==> src/rtl/alu_seq_if.sv <==
// Operand/result bundle between the register-file read ports, the ALU and write-back.
interface alu_seq_if #(
  parameter int unsigned WIDTH = 16
) ();
  logic             start;
  logic [2:0]       op;
  logic [WIDTH-1:0] ain;
  logic [WIDTH-1:0] bin;
  logic [WIDTH-1:0] out;
  logic [2:0]       status;
  logic             busy;
  logic             done;

  modport master (
    output start, op, ain, bin,
    input  out, status, busy, done
  );

  modport slave (
    input  start, op, ain, bin,
    output out, status, busy, done
  );
endinterface

==> src/rtl/alu_seq.sv <==
// Registered ALU: single-cycle add/sub/logic/shift, iterative shift-add unsigned multiply.
// Status is {N, V, Z}; done pulses for one cycle whenever out/status are rewritten.
module alu_seq #(
  parameter int unsigned WIDTH = 16
) (
  input logic       clk,
  input logic       reset,
  alu_seq_if.slave  bus
);

  localparam int unsigned CntW = $clog2(WIDTH);

  localparam logic [2:0] OpAdd = 3'b000;
  localparam logic [2:0] OpSub = 3'b001;
  localparam logic [2:0] OpAnd = 3'b010;
  localparam logic [2:0] OpNot = 3'b011;
  localparam logic [2:0] OpOr  = 3'b100;
  localparam logic [2:0] OpXor = 3'b101;
  localparam logic [2:0] OpShl = 3'b110;
  localparam logic [2:0] OpMul = 3'b111;

  typedef enum logic [0:0] {StIdle, StMul} state_e;

  state_e               state_q, state_d;
  logic [CntW-1:0]      cnt_q, cnt_d;
  logic [2*WIDTH-1:0]   mcand_q, mcand_d;
  logic [WIDTH-1:0]     mplier_q, mplier_d;
  logic [2*WIDTH-1:0]   acc_q, acc_d;
  logic [WIDTH-1:0]     out_q, out_d;
  logic [2:0]           status_q, status_d;
  logic                 done_q, done_d;

  logic [WIDTH-1:0]     alu_res;
  logic                 alu_v;
  logic [2*WIDTH-1:0]   addend;
  logic [2*WIDTH-1:0]   acc_sum;

  // Single-cycle datapath; V only meaningful for ADD/SUB.
  always_comb begin
    alu_res = '0;
    alu_v   = 1'b0;
    unique case (bus.op)
      OpAdd: begin
        alu_res = bus.ain + bus.bin;
        alu_v   = (bus.ain[WIDTH-1] == bus.bin[WIDTH-1]) &&
                  (alu_res[WIDTH-1] != bus.ain[WIDTH-1]);
      end
      OpSub: begin
        alu_res = bus.ain - bus.bin;
        alu_v   = (bus.ain[WIDTH-1] != bus.bin[WIDTH-1]) &&
                  (alu_res[WIDTH-1] != bus.ain[WIDTH-1]);
      end
      OpAnd:   alu_res = bus.ain & bus.bin;
      OpNot:   alu_res = ~bus.bin;
      OpOr:    alu_res = bus.ain | bus.bin;
      OpXor:   alu_res = bus.ain ^ bus.bin;
      OpShl:   alu_res = bus.ain << bus.bin[CntW-1:0];
      OpMul:   alu_res = '0;
      default: alu_res = '0;
    endcase
  end

  // Multiplier bit cnt_q selects multiplicand << cnt_q.
  assign addend  = mplier_q[cnt_q] ? (mcand_q << cnt_q) : '0;
  assign acc_sum = acc_q + addend;

  always_comb begin
    state_d  = state_q;
    cnt_d    = cnt_q;
    mcand_d  = mcand_q;
    mplier_d = mplier_q;
    acc_d    = acc_q;
    out_d    = out_q;
    status_d = status_q;
    done_d   = 1'b0;

    unique case (state_q)
      StIdle: begin
        if (bus.start) begin
          if (bus.op == OpMul) begin
            mcand_d  = {{WIDTH{1'b0}}, bus.ain};
            mplier_d = bus.bin;
            acc_d    = '0;
            cnt_d    = '0;
            state_d  = StMul;
          end else begin
            out_d    = alu_res;
            status_d = {alu_res[WIDTH-1], alu_v, (alu_res == '0)};
            done_d   = 1'b1;
          end
        end
      end
      StMul: begin
        acc_d = acc_sum;
        cnt_d = cnt_q + 1'b1;
        if (cnt_q == CntW'(WIDTH - 1)) begin
          out_d    = acc_sum[WIDTH-1:0];
          status_d = {acc_sum[WIDTH-1], (|acc_sum[2*WIDTH-1:WIDTH]),
                      (acc_sum[WIDTH-1:0] == '0)};
          done_d   = 1'b1;
          state_d  = StIdle;
        end
      end
      default: state_d = StIdle;
    endcase
  end

  always_ff @(posedge clk or posedge reset) begin
    if (reset) begin
      state_q  <= StIdle;
      cnt_q    <= '0;
      mcand_q  <= '0;
      mplier_q <= '0;
      acc_q    <= '0;
      out_q    <= '0;
      status_q <= '0;
      done_q   <= 1'b0;
    end else begin
      state_q  <= state_d;
      cnt_q    <= cnt_d;
      mcand_q  <= mcand_d;
      mplier_q <= mplier_d;
      acc_q    <= acc_d;
      out_q    <= out_d;
      status_q <= status_d;
      done_q   <= done_d;
    end
  end

  assign bus.out    = out_q;
  assign bus.status = status_q;
  assign bus.busy   = (state_q == StMul);
  assign bus.done   = done_q;

endmodule

==> src/flat_wrapper.sv <==
// flat-port wrapper written by rule: the top's interface ports become plain ports
module alu_seq_flat 
#(
  parameter int unsigned WIDTH = 16
)
  (clk, reset, bus_start, bus_op, bus_ain, bus_bin, bus_out, bus_status, bus_busy, bus_done);
  alu_seq_if #(.WIDTH(WIDTH)) bus_i ();
  input logic clk;
  input logic reset;
  input wire logic [$bits(bus_i.start)-1:0] bus_start;
  input wire logic [$bits(bus_i.op)-1:0] bus_op;
  input wire logic [$bits(bus_i.ain)-1:0] bus_ain;
  input wire logic [$bits(bus_i.bin)-1:0] bus_bin;
  output wire logic [$bits(bus_i.out)-1:0] bus_out;
  output wire logic [$bits(bus_i.status)-1:0] bus_status;
  output wire logic [$bits(bus_i.busy)-1:0] bus_busy;
  output wire logic [$bits(bus_i.done)-1:0] bus_done;
  assign bus_i.start = bus_start;
  assign bus_i.op = bus_op;
  assign bus_i.ain = bus_ain;
  assign bus_i.bin = bus_bin;
  assign bus_out = bus_i.out;
  assign bus_status = bus_i.status;
  assign bus_busy = bus_i.busy;
  assign bus_done = bus_i.done;
  alu_seq #(.WIDTH(WIDTH)) u_core (.clk(clk), .reset(reset), .bus(bus_i));
endmodule
==> config.mk <==
export PLATFORM = sky130hd
export DESIGN_NAME = alu_seq_flat
export DESIGN_NICKNAME = d
export VERILOG_FILES = /design/src/rtl/alu_seq_if.sv /design/src/rtl/alu_seq.sv /design/src/flat_wrapper.sv
export SDC_FILE = /design/constraint.sdc
export NUM_CORES = 1
export LEC_CHECK = 0
export CORE_ASPECT_RATIO = 1.25
export CORE_UTILIZATION = 29
export DETAILED_ROUTE_END_ITERATION = 7
export DONT_BUFFER_PORTS = 1
export GPL_ROUTABILITY_DRIVEN = 0
export PLACE_DENSITY_LB_ADDON = 0.05
export SYNTH_ARGS = -nofsm -noshare
export SYNTH_HDL_FRONTEND = slang
export SYNTH_SLANG_ARGS = --single-unit
==> constraint.sdc <==
create_clock -name clk -period 4.35 [get_ports clk]
set_clock_uncertainty 0.1 [all_clocks]
set_input_delay 0.2175 -clock clk [delete_from_list [all_inputs] [get_ports clk]]
set_output_delay 0.2175 -clock clk [all_outputs]
set_load 0.005 [all_outputs]
==> summary.md <==
| Metric | Value |
|---|---|
| Layout Utilization | 36.39% |
| Largest family of logic cells by synthesized area | compound AO/OA/AOI/OAI gates |
| First-pass GRT wire length | between 50000 and 60000 µm |
| F_max | about 230 MHz |
| Seq/Total Area, Yosys | 22.82% |
| CTS tree | yes |
| Design area | roughly 12000 µm² |
| DR vias | between 9000 and 10000 |
| Final ANT Viol Nets | 0 |
| PD cells | ~740 nW/µm² |
| Num CTS Buffers | 9 |
| Largest net degree at the start of global routing | 56 |
| Gate power share | between 70% and 80% |
| Hold Crit Class | in2reg |
| Post-Syn Area | 9652 µm² |
| Library cells used by synthesis | a little over 90 |
| Worst setup path end | u_core.bus.status[1] |
| Commonest cells in the netlist | nor2_1 (117), nand2_1 (96), a21oi_1 (95) |
| Post-DP HPWL | between 30000 and 40000 µm |
| Vias/cell | ~5.5 |
| Maximum vdd drop | about 0.34 mV |
| Register bit total from synthesis | slightly below 90 |
| Run status | finished with violations |
| Most numerous cell in the Yosys netlist | nor2_1 |
| PortBufs | 0 |
| Slew Limit Fails | 0 |
| Yosys top cell by area | dfrtp_1 |
| Yosys warns | 0 |
| Initial DRC Count | around 480 |
| IO Pins | 59 |
| Final period utilization | 100.2% |
| Psw | roughly 4 mW |
| Clk_lat worst skew | between 0.3 and 0.4 ns |
| Root buffer cell | clkbuf_16 |
| Cell Int Power | 4.772 mW |
| Area grow syn2layout | 23.22% |
| Fillers | 3498 |
| Detailed Routing Iterations Pass 1 | 5 |
| Post-Synthesis Cells | 1167 |
| Setup slack, reg-to-reg | -0.007 ns |
| Leakage | between 5 and 6 nW |
| Post-Syn Area per Cell | a little over 8 µm² |
| RSZ-0062 raised after global routing | yes |
| GRT Util Overall | about a quarter |
| Mux share of post-synthesis cell area | around an eighth |
| Clock power share | 10.4% |
| # rows | 74 |
| Max-Cap Viols | 0 |
| Routed WL | 39490 µm |
| RR Startpoint | u_core.cnt_q[0] |
| Final hold viol count | 0 |
| Crit path capture type | flop |
| Clock slew at reported path FFs | ~0.080 ns |
| Die area | approximately 34000 µm² |
| Reg2Reg Capture Point | u_core.bus.status[1] |
| CP Launch Type | flop |
| Vias in the first global route | between 9000 and 10000 |
| Mapped Nets | between 1000 and 1500 |
| Core Region | ~33000 µm² |
| Die width | around 170 µm |
| Grt total ovfl | 0 |
| Tmin final | 4.357 ns |
| Compound-cell area share of the yosys netlist | a little over a quarter |
| CTS sink cnt | between 80 and 90 |
| Sw frac | a little under half |
| XOR/XNOR Fraction of Synth Area | ~2.6% |
| Initial antenna violation count | 0 |
| Layout cell share with drive strength beyond 1 | a little under a quarter |
| Failing checks | setup timing |
| Area share of the largest cell type after synthesis | ~23% |
| Adder-Cell Fraction of Synth Area | a little over a tenth |
| Placement Setup Slack | -0.1343 ns |
| WL per Instance | between 20 and 25 µm |
| Number of H-tree branching levels | 3 |
| Final setup vio count | 1 |
| Clk buf depth | 2 |
| Fin nets | between 1000 and 1500 |
| Max FO, Critical Path | 6 |
| Total power | a little under 9 mW |
| DRC Markers | 0 |
| Top cells by area, synth | dfrtp_1 (23%), ha_1 (10%), a21oi_1 (4.9%) |
| Arrival time worst endpoint | around 4.6 ns |
| Simple-gate share of the synthesized area | 18.45% |
| Die H | 206.0 µm |
| Min-delay src | bus_ain[15] |
| Critical path class | reg2reg |
| Register share of total power | a little under a fifth |
| Worst EP required | about 4.6 ns |
| Post-synth EDFFs | 0 |
| Ys flop type | dfrtp_1 |
| Starting Density | 29.53% |
| DP Area | roughly 11000 µm² |
| Reg2Reg Depth | 19 |
| Setup ws final | -0.007241 ns |
| Worst setup startpoint | u_core.cnt_q[0] |
| Max-slew headroom | about 45% |
| Worst-Margin Slew | 0.8212 ns |
| Async set or reset register ratio after synthesis | 100.0% |
[placed cells by master (no fill, tap or decap), types with 12 or more instances in the layout]
| master | n |
|---|---|
| buf_4 | 136 |
| nor2_1 | 114 |
| nand2_1 | 94 |
| dfrtp_1 | 87 |
| a21oi_1 | 84 |
| ha_1 | 73 |
| inv_1 | 63 |
| o21ai_0 | 62 |
| mux2_2 | 38 |
| dlygate4sd3_1 | 33 |
| mux2i_1 | 29 |
| nor3_1 | 27 |
| a211oi_1 | 22 |
| a22o_1 | 21 |
| nand4_1 | 17 |
| nor2b_1 | 17 |
| o211ai_1 | 16 |
| xnor2_1 | 16 |
| a21o_1 | 15 |
| o21a_1 | 15 |
| nand3_1 | 15 |
| mux4_2 | 14 |
| a31oi_1 | 12 |
[per-layer routing]
layer | vias to the layer above | GRT usage, % | part of all wire, %
met5 | - | 0 | 0
met3 | 54 | 3.211 | 2.8
li1 | 4547 | - | -
met2 | 169 | 44.64 | 54
met1 | 4673 | 26.82 | 40
met4 | 0 | 8.421 | 3.2
[cell families after synthesis]
| logic type | after synthesis |
|---|---|
| multiplexers | 88 |
| XOR/XNOR | 29 |
| AND/OR/NAND/NOR | 368 |
| flip-flops | 88 |
| AO/OA/AOI/OAI | 369 |
| buffers and inverters | 142 |
| adder cells (fa/ha/maj) | 83 |
[how the worst min path moves through the flow]
stage	to	slack, ns	cells after the start
final	u_core.bus.status[1]	0.14	4
after global routing	u_core.bus.status[1]	0.19	4
after CTS	u_core.bus.status[1]	0.14	4
after detailed placement	u_core.bus.out[11]	0.19	1
after global placement	u_core.bus.out[11]	0.18	1
after floorplan	u_core.mplier_q[14]	0.27	1
[final cells by class]
class / count / area [µm²] / share of cell area, %
Clock inverter: 6 / 95.09 / 0.7996
Tap cell: 418 / 523.0 / 4.398
Sequential cell: 88 / 2203 / 18.53
Inverter: 66 / 250.2 / 2.104
Clock buffer: 10 / 239.0 / 2.009
Timing Repair Buffer: 179 / 1483 / 12.47
Multi-Input combinational cell: 937 / 7097 / 59.67
Antenna cell: 1 / 2.502 / 0.02104
[sequential cells by signal (all words and copies together) (netlist names)]
register and count:
u_core.bus.done 1, u_core.mcand_q 16, u_core.mplier_q 16, u_core.acc_q 32, u_core.bus.status 2, u_core.cnt_q 4
u_core.bus.busy 1, u_core.bus.out 16
[critical path, stage by stage, from the launching register on]
cell,delay [ns]
dfrtp_1,0.42
buf_6,0.15
mux4_2,0.54
nor2_2,0.11
nor2_2,0.06
o21ai_2,0.07
and2_4,0.18
clkbuf_4,0.16
nor2_1,0.06
ha_1,0.34
nand2_1,0.09
or3_1,0.35
o21ba_2,0.26
o31ai_4,0.39
buf_4,0.20
a31oi_1,0.09
a21oi_1,0.19
a31oi_1,0.15
and4b_1,0.25
a21oi_1,0.12
[power groups by stage]
stage	Sequential (mW)	Clock [mW]	Combinational, mW
6_report	1.59	0.921	6.30
4_1_cts	1.58	0.948	6.00
2_1_floorplan	1.42	0	3.42
3_3_place_gp	1.59	0	5.84
3_5_place_dp	1.59	0	5.80
5_1_grt	1.64	0.968	6.91
[timing repair]
| item | CTS | global route |
|---|---|---|
| hold buffers | 33 | 0 |
| hold endpoints to repair | 84 | 0 |
| cloned | 1 | 1 |
| resized for setup | 20 | 44 |
| endpoints found under the setup margin | 2 | 10 |
| pin swaps | 3 | 26 |
| buffers inserted | 2 | 6 |
[through the flow]
stage	setup TNS, ns	instances	hold slack (ns)
final	-0.007241	1705	0.1440
after global routing	-0.3192	1704	0.1902
after CTS	0	1697	0.1362
after detailed placement	-0.1343	1645	0.1877
after global placement	-0.07731	1645	0.1761
after floorplan	0	1167	0.2692
Power figures use the tool's default switching activity.
